==> src/rtl/clk_step_ctrl.sv <==
// Single-clock step/run controller: emits one-cycle pipeline enables from a free-running divider or a debounced button.
// Optional TICK_COUNT_EN adds a 16-bit wrap-around count of emitted ticks.
module clk_step_ctrl #(
    parameter int DIV_WIDTH       = 16,
    parameter int DEBOUNCE_CYCLES = 50000
) (
    input  logic        clk,
    input  logic        reset,
    input  logic        run_mode,
    input  logic        step_btn,
    output logic        tick,
    output logic        phase,
    output logic        step_busy
`ifdef TICK_COUNT_EN
    ,
    output logic [15:0] tick_count
`endif
);

    localparam int DCNT_W = (DEBOUNCE_CYCLES > 1) ? $clog2(DEBOUNCE_CYCLES) : 1;
    localparam logic [DCNT_W-1:0] DCNT_MAX = DCNT_W'(DEBOUNCE_CYCLES - 1);

    typedef enum logic [1:0] {
        IDLE         = 2'd0,
        PRESS_WAIT   = 2'd1,
        PRESSED      = 2'd2,
        RELEASE_WAIT = 2'd3
    } state_t;

    logic                 r_run_s1;
    logic                 r_run_s;
    logic                 r_btn_s1;
    logic                 r_btn_s;
    logic [DIV_WIDTH-1:0] r_cnt;
    logic [DCNT_W-1:0]    r_dcnt;
    state_t               r_state;
    logic                 r_busy;
    logic                 r_tick;

    logic                 w_run_tick;
    logic                 w_press_done;
    logic                 w_step_tick;

    always_ff @(posedge clk or posedge reset) begin
        if (reset) begin
            r_run_s1 <= 1'b0;
            r_run_s  <= 1'b0;
            r_btn_s1 <= 1'b0;
            r_btn_s  <= 1'b0;
        end else begin
            r_run_s1 <= run_mode;
            r_run_s  <= r_run_s1;
            r_btn_s1 <= step_btn;
            r_btn_s  <= r_btn_s1;
        end
    end

    // Leaving run mode parks the divider at zero so re-entry always gives a full period.
    always_ff @(posedge clk or posedge reset) begin
        if (reset) begin
            r_cnt <= '0;
        end else if (r_run_s) begin
            r_cnt <= r_cnt + DIV_WIDTH'(1);
        end else begin
            r_cnt <= '0;
        end
    end

    assign w_run_tick   = r_run_s & (&r_cnt);
    assign w_press_done = (r_state == PRESS_WAIT) & r_btn_s & (r_dcnt == DCNT_MAX);
    assign w_step_tick  = w_press_done & ~r_run_s;

    always_ff @(posedge clk or posedge reset) begin
        if (reset) begin
            r_state <= IDLE;
            r_dcnt  <= '0;
            r_busy  <= 1'b0;
        end else begin
            case (r_state)
                IDLE: begin
                    if (r_btn_s) begin
                        r_state <= PRESS_WAIT;
                        r_dcnt  <= '0;
                        r_busy  <= 1'b1;
                    end
                end
                PRESS_WAIT: begin
                    if (!r_btn_s) begin
                        r_state <= IDLE;
                        r_busy  <= 1'b0;
                    end else if (r_dcnt == DCNT_MAX) begin
                        r_state <= PRESSED;
                    end else begin
                        r_dcnt <= r_dcnt + DCNT_W'(1);
                    end
                end
                PRESSED: begin
                    if (!r_btn_s) begin
                        r_state <= RELEASE_WAIT;
                        r_dcnt  <= '0;
                    end
                end
                RELEASE_WAIT: begin
                    // A bounce back high resumes the held state without a second step.
                    if (r_btn_s) begin
                        r_state <= PRESSED;
                    end else if (r_dcnt == DCNT_MAX) begin
                        r_state <= IDLE;
                        r_busy  <= 1'b0;
                    end else begin
                        r_dcnt <= r_dcnt + DCNT_W'(1);
                    end
                end
                default: begin
                    r_state <= IDLE;
                    r_dcnt  <= '0;
                    r_busy  <= 1'b0;
                end
            endcase
        end
    end

    always_ff @(posedge clk or posedge reset) begin
        if (reset) begin
            r_tick <= 1'b0;
        end else begin
            r_tick <= w_run_tick | w_step_tick;
        end
    end

`ifdef TICK_COUNT_EN
    logic [15:0] r_tick_count;

    always_ff @(posedge clk or posedge reset) begin
        if (reset) begin
            r_tick_count <= '0;
        end else if (r_tick) begin
            r_tick_count <= r_tick_count + 16'd1;
        end
    end

    assign tick_count = r_tick_count;
`endif

    assign tick      = r_tick;
    assign phase     = r_cnt[DIV_WIDTH-1];
    assign step_busy = r_busy;

endmodule

==> config.mk <==
export PLATFORM = sky130hd
export DESIGN_NAME = clk_step_ctrl
export DESIGN_NICKNAME = d
export VERILOG_FILES = /design/src/rtl/clk_step_ctrl.sv
export SDC_FILE = /design/constraint.sdc
export NUM_CORES = 1
export LEC_CHECK = 0
export ABC_AREA = 1
export BUFFER_PORTS_ARGS = -buffer_cell sky130_fd_sc_hd__buf_2
export CORE_UTILIZATION = 52
export CTS_CLUSTER_SIZE = 28
export DETAILED_ROUTE_END_ITERATION = 12
export GPL_ROUTABILITY_DRIVEN = 0
export GPL_TIMING_DRIVEN = 0
export PLACE_DENSITY = 0.72
export SLEW_MARGIN = 20
export SYNTH_ARGS = -nofsm -noshare
export SYNTH_HDL_FRONTEND = slang
export SYNTH_SLANG_ARGS = --single-unit
==> constraint.sdc <==
create_clock -name clk -period 2 [get_ports clk]
set_clock_uncertainty 0.05 [all_clocks]
set_input_delay 0.2 -clock clk [delete_from_list [all_inputs] [get_ports clk]]
set_output_delay 0.2 -clock clk [all_outputs]
set_load 0.1 [all_outputs]
=== After elaboration in Yosys (flattened, before gate mapping) ===
Cells that the tools add are included.

* Bits in registers: 40
* Input port bits: 4
* Output and inout port bits: 3
* Word-level logic and storage cells: 54

* Add/sub/neg operators: 2
* Equal/unequal tests: 12
* Muxes and demuxes: 19
* Bitwise operators: 6
* Reductions and logical operators: 6

{| class="wikitable"
|+ Operators by type and width
! cell !! count
|-
| $mux 16 || 6
|-
| $pmux 16 s4 || 1
|-
| $add 16x1->16 const B || 2
|-
| $eq 16x16->1 const B || 1
|-
| $reduce_and 16->1 || 1
|-
| $mux 2 || 6
|-
| $ne 2x2->1 const B || 6
|-
| $pmux 2 s4 || 1
|-
| $reduce_and 4->1 || 2
|-
| $reduce_and 5->1 || 1
|-
| $and 1x1->1 || 4
|-
| $eq 2x2->1 const B || 2
|-
| $mux 1 || 4
|-
| $ne 3x2->1 const B || 1
|-
| $ne 3x3->1 const B || 1
|-
| $pmux 1 s3 || 1
|-
| $reduce_bool 3->1 || 1
|-
| $eq 2x1->1 const B || 1
|-
| $logic_not 2->1 || 1
|-
| $not 1->1 || 1
|-
| $or 1x1->1 || 1
|}

=== Longest topological paths before layout ===
Gate-level depths: netlist of the first run.

* Word-level depth: 5
* Mapped depth: 10
* Mapped depth without buffers: 9

=== Least setup slack after synthesis of the first run ===
Ideal clock, no wire load.

* Path kind: register to register
* Start point: register r_dcnt[0]
* End point: register r_dcnt[8]
* Setup time: 116 ps
* Arrival time: 1,339 ps
* Data required time: 1,834 ps
* Slack: 494 ps
* Stages on the path, launching flop included: 10
* Path buffers: 1
* Clock period less this slack: 1,506 ps
* Cells stage by stage: dfrtp_1 -> ha_1 -> nand3_2 -> nor2_2 -> nand3_2 -> nand2_4 -> buf_6 -> inv_4 -> nand2_1 -> nand2_1

* Word-level cells in the longest chain between the ends: 4
* Elaborated cells between the ends (all ways): 6
* Those cells by class: 1 x add/sub; 1 x eq/ne; 4 x mux

{| class="wikitable"
|+ RTL lines
! what !! line !! text
|-
| start: declaration || 35 || <nowiki>logic [DCNT_W-1:0] r_dcnt;</nowiki>
|-
| start signal: assignment || 94 || <nowiki>r_dcnt <= r_dcnt + DCNT_W'(1);</nowiki>
|-
| start signal: assignment || 111 || <nowiki>r_dcnt <= r_dcnt + DCNT_W'(1);</nowiki>
|-
| $add 16x1->16 or $eq 16x16->1 (tied branches) || -- ||
|-
| $mux 16 * || 91, 107 ||
|-
| $mux 16 (on tied branches) || 105, 88 ||
|-
| $pmux 16 s4 * || 79 || <nowiki>case (r_state)</nowiki>
|}

Every way passes the cells marked *; elsewhere a longest branch is shown, timed or not. The select of a mux whose other input is x is not followed.
A chain may end at the register's enable or synchronous reset.

=== Worst setup path after layout of the first run ===
* Start point: register r_dcnt[0]
* End point: register r_dcnt[3]

The elaborated chain is that of the path after synthesis.

==> impl_metrics.tcl, run 1 <==
set metrics [dict create \
    status "completed" \
    cts_max_path_buffers 2 \
    required_ps 2140 \
    yosys.area.top_type "dfrtp_1" \
    antenna_found_initial 0 \
    postRouteAntennaNets 0 \
    timing.rr.start "r_dcnt[0]" \
    wl_per_cell_um 12.60 \
    rrSetupSlack_ps 250 \
    syn_avg_cell_area_um2 7.692 \
    min_delay_worst_endpoint "r_run_s" \
    post-place-ws_ps 280.2 \
    drt-vias-per-instance 5.303 \
    h-tree-depth 2 \
    fmax_mhz 571.8 \
    core_um2 3799 \
    synth.area.top_cells "dfrtp_1 (47%), nand2_1 (13%), nor2_1 (7.6%)" \
    synth.distinct_cells 26 \
    final_util_pct 62.62 \
    syn_area_um2 2131 \
    grt_setup_unrepaired "false" \
    final-hold-violation-count 0 \
    num_vias 1819 \
    start_util_pct 56.09 \
    final.period_utilization_pct 87.45 \
    n_antenna_cell 0 \
    syn2layout_area_growth_pct 11.63 \
    first_iter_violations 196 \
    cap_violations 0 \
    fp.dieW_um 66.02 \
    tritoncts "built" \
    worst_path_largest_cell_delay_ps 420 \
    dieArea_um2 4358 \
    cp_data_arrival_time_ps 1890 \
    reg2reg_to "r_dcnt[3]" \
    synth_top_area_share_pct 46.98 \
    numClockSinks 40 \
    power_density_nw_per_um2 674.6 \
    crit_type "reg2reg" \
    hold_class "reg2reg" \
    fin_setup_tns_ps 0 \
    synth.yosys.seq_area_share_pct 46.98 \
    grt_use_total_pct 22.77 \
    worst_pin_slew_ps 510.7 \
    ys_warn_count 0 \
    crit_path_end_kind "register" \
    grt_pass1_wl_um 7507 \
    rows 22 \
    die-height_um 66.02 \
    max_slew_margin_pct 65.95 \
    slew_viol_final 0 \
    syn_inst 277 \
    numPortBuffers 6 \
    cts_setup_buffers 0 \
    numCtsBuffers 5 \
    post-dp-hpwl_um 2986 \
    finalWirelength_um 4323 \
    instances_no_fill 343 \
    overflow 0 \
    dp_cells 332 \
    drive_above_1_share_pct 8.475 \
    fin_crit_ps 1749 \
    cp-start-kind "register" \
    hold_depth 0 \
    setup_violations 0 \
    layout_setup_ws_ps 251.0 \
    slowest_stage "dfrtp_1" \
    ys_ff_latch 40 \
    rr_worst_depth 9 \
    grt_start_max_net_pins 29 \
    ctsResizeCount 0 \
    p_leak_uw 0.001074 \
    cp_cell_sequence "ha_1 -> nand3_2 -> nor2_2 -> nand3_2 -> nand2_4 -> buf_6 -> inv_4 -> nand2_1 -> nand2_1" \
    drt_first_pass_iters 4 \
    nNetsFinal 300 \
    drc_errors 0 \
    pin_count 7 \
    path_clk_slew_ps 80 \
    root_buffer "clkbuf_8" \
    syn_nets 283 \
    grt_pass1_vias 1730 \
    total_power_uw 1605 \
    clkLatencyLatePin_ps 290 \
    hold_buffers 3 \
    peakVddDrop_mv 0.5914 \
    min-delay-start "r_run_s1" \
    cp_max_fo 10 \
]
-- layer usage --
layer | part of all wire [%] | track usage, % | vias up | wire [µm]
met5 | 0 | 0 | - | 0
met4 | 1.3 | 7.447 | 0 | 56
met2 | 47 | 36.86 | 47 | 2022
met1 | 46 | 30.32 | 839 | 2007
met3 | 5.5 | 4.655 | 8 | 237
li1 | - | - | 925 | -
-- worst max-delay path by stage --
| stage | startpoint | to | slack, ps |
|---|---|---|---|
| 2_1_floorplan | r_dcnt[0] | r_dcnt[8] | 490 |
| 3_3_place_gp | r_dcnt[0] | r_dcnt[3] | 280 |
| 3_5_place_dp | r_dcnt[0] | r_dcnt[3] | 280 |
| 4_1_cts | r_dcnt[0] | r_dcnt[3] | 260 |
| 5_1_grt | r_dcnt[0] | r_dcnt[8] | 120 |
| 6_report | r_dcnt[0] | r_dcnt[3] | 250 |
-- critical path, delay by kind of cell (launching register included) --
kind / cells / cell delay, ps
flip-flops: 1 / 420
AND/OR/NAND/NOR: 6 / 710
buffers and inverters: 2 / 200
adder cells (fa/ha/maj): 1 / 270
-- cell type report --
class,count,area [µm²]
multi-input cells,205,983.4
fillers,328,1420
clock inverters,2,35.03
clock buffers,6,72.57
plain buffers,6,46.29
repair buffers,10,80.08
well taps,48,60.06
flip-flops and latches,40,1001
inverters,26,100.1
-- cell usage in the layout (no fill, tap or decap), drive strengths merged --
cell type,n
a211oi,1
a21oi,5
a31oi,1
and2,1
buf,11
bufinv,1
clkbuf,8
clkinv,2
dfrtp,40
dlygate4sd3,3
ha,2
inv,25
nand2,76
nand3,24
nand3b,1
nand4,7
nor2,45
nor3,6
o21ai,20
o21bai,3
o31ai,1
xor2,12
-- cell usage after synthesis (all sizes together) --
cell and instances:
a31oi 1, and2 1, ha 2, a211oi 1, nor3 6, nand4 7
clkinv 1, nand2 76, a21oi 5, nor2 45, clkbuf 2, o21bai 3
o21ai 20, o31ai 1, nand3b 1, nand3 24, buf 4, dfrtp 40
inv 25, xor2 12
-- report_power, final --
group / internal [µW] / switching [µW]
clock: 370 / 281
sequential: 827 / 15.4
combinational: 34.9 / 75.6
-- registers in the layout, indices dropped and copies added (netlist names), named ones only --
register / count
r_dcnt: 16
r_btn_s: 1
r_btn_s1: 1
r_cnt: 16
r_run_s: 1
step_busy: 1
r_state: 1
r_run_s1: 1
tick: 1
-- per-stage QoR --
stage               hold slack [ps]  area (µm²)
floorplan                     181.4        2131
detailed placement            112.3        2241
CTS                           302.6        2379
global placement              257.6        2221
global route                  325.1        2379
finish                        299.7        2379
-- logic make-up after synthesis --
group	Yosys count	share of synthesized area (%)
and+or+nand+nor	160	32.12
DFF	40	46.98
buffers and inverters	32	6.870
AOI/OAI and AO/OA	31	7.927
xor gates and xnor gates	12	4.932
adders and majority gates	2	1.174
(Power assumes the default switching activity.)
==> run 2: changes to the inputs <==
--- a/config.mk
+++ b/config.mk
@@ -7,6 +7,7 @@
 export LEC_CHECK = 0
 export ABC_AREA = 1
 export BUFFER_PORTS_ARGS = -buffer_cell sky130_fd_sc_hd__buf_2
+export CORE_MARGIN = 2
 export CORE_UTILIZATION = 52
 export CTS_CLUSTER_SIZE = 28
 export DETAILED_ROUTE_END_ITERATION = 12
==> run 2 against run 1 <==
Against the previous run: combinational power hardly changed; setup slack better by 3.7 ps; first-iteration DRC count is 24% lower; final cell count is 0.58% higher; largest power group unchanged; global-route usage is 2.5 points lower; largest cell class unchanged; core utilization is 2.4 points lower; wire length is 4.3% lower; highest routed layer unchanged.
==> impl_metrics.tcl, run 2 (same netlist as run 1, synthesis figures left out) <==
set metrics [dict create \
    tritoncts "built" \
    required_ps 2150 \
    final.period_utilization_pct 87.27 \
    cts_max_path_buffers 2 \
    cap_violations 0 \
    dp_cells 334 \
    setup_violations 0 \
    slowest_stage "dfrtp_1" \
    max_slew_margin_pct 67.92 \
    final-hold-violation-count 0 \
    die-height_um 68.02 \
    pin_count 7 \
    path_clk_slew_ps 80 \
    fp.dieW_um 68.02 \
    crit_type "reg2reg" \
    antenna_found_initial 0 \
    slew_viol_final 0 \
    start_util_pct 53.65 \
    layout_setup_ws_ps 254.7 \
    worst_path_largest_cell_delay_ps 420 \
    ctsResizeCount 0 \
    wl_per_cell_um 11.99 \
    layout_common_cells "nand2_1 (75), nor2_1 (43), dfrtp_1 (40)" \
    crit_path_end_kind "register" \
    grt_start_max_net_pins 25 \
    cp_cell_sequence "ha_1 -> nand3_2 -> nor2_2 -> nand3_2 -> nand2_4 -> buf_6 -> inv_4 -> nand2_1 -> nand2_1" \
    drt_first_pass_iters 5 \
    finalWirelength_um 4135 \
    postRouteAntennaNets 0 \
    drc_errors 0 \
    overflow 0 \
    instances_no_fill 345 \
    fmax_mhz 573.0 \
    grt_pass1_wl_um 7024 \
    cp_max_fo 10 \
    core_um2 3971 \
    numPortBuffers 6 \
    cp-start-kind "register" \
    nFillCells 364 \
    numCtsBuffers 5 \
    fin_crit_ps 1745 \
    post-place-ws_ps 267.1 \
    rows 23 \
    hold_class "reg2reg" \
    first_iter_violations 148 \
    fin_setup_tns_ps 0 \
    numClockSinks 40 \
    post-dp-hpwl_um 2978 \
    root_buffer "clkbuf_8" \
    reg_top3 "r_cnt: 16 flops, r_dcnt: 16 flops" \
    n_antenna_cell 0 \
    nNetsFinal 300 \
    h-tree-depth 2 \
    p_leak_uw 0.001077 \
    layout_commonest_cell "nand2_1" \
    grt_pass1_vias 1525 \
    grt_setup_unrepaired "false" \
    num_vias 1738 \
    clkLatencyLatePin_ps 300 \
    dieArea_um2 4626 \
    total_power_uw 1614 \
    drive_above_1_share_pct 8.814 \
    power_density_nw_per_um2 674.7 \
    syn2layout_area_growth_pct 12.27 \
    grt_use_total_pct 20.31 \
    drt-vias-per-instance 5.038 \
    peakVddDrop_mv 0.4524 \
    status "completed" \
    cp_data_arrival_time_ps 1890 \
    worst_pin_slew_ps 484.6 \
]
[run 2: cell count changes in the layout (fill, tap and decap cells not counted)]
cell / delta
clkinvlp_4: +1
clkbuf_1: -1
buf_12: -1
buf_16: +1
[run 2: cell type report]
class	count	area [µm²]	share of cell area, %
plain buffers	6	46.29	1.935
repair buffers	10	87.58	3.661
inverters	26	100.1	4.184
multi-input cells	205	983.4	41.11
clock inverters	3	42.54	1.778
clock buffers	5	68.82	2.877
well taps	50	62.56	2.615
flip-flops and latches	40	1001	41.84
[run 2: final timing paths]
kind / from / endpoint / slack [ps] / cells after the start
max: r_dcnt[0] / r_dcnt[3] / 250 / 9
min: r_run_s1 / r_run_s / 300 / 0
max reg2reg: r_dcnt[0] / r_dcnt[3] / 250 / 9
min reg2reg: r_run_s1 / r_run_s / 300 / 0
max in group asynchronous: reset / r_cnt[8] / 1070 / 4
min in group asynchronous: reset / r_btn_s1 / 380 / 3
[run 2: repair_timing]
action,4_1_cts,5_1_grt
buffers inserted,0,0
hold endpoints to repair,18,0
hold buffers,3,0
[run 2: per-layer routing]
metal / vias up / GRT usage (%) / routed length, µm
met5: - / 0 / 0
met4: 0 / 5.250 / 27
met3: 4 / 5.428 / 97
met2: 16 / 31.67 / 1905
met1: 795 / 28.06 / 2104
li1: 923 / - / -
[run 2: stage by stage]
step                      hold slack [ps]  cell area [µm²]  util, %
final                               299.5             2392    60.24
after global routing                313.3             2392    60.24
after CTS                           302.0             2392    60.24
after detailed placement            155.1             2251    56.68
after global placement              257.6             2223    55.99
after floorplan                     181.4             2131        -
[run 2: critical path, delay by kind of cell (launching register included)]
family | cells | cell delay (ps)
flops | 1 | 420
fa+ha+maj | 1 | 280
simple gates | 6 | 690
buf+inv | 2 | 200
[run 2: power by group]
| part | switching, µW | leakage (µW) | internal (µW) |
|---|---|---|---|
| sequential | 16.4 | 0.000541 | 827 |
| combinational | 77.1 | 0.000482 | 36.3 |
| clock | 288 | 0.0000541 | 369 |
| total | 382 | 0.00108 | 1230 |
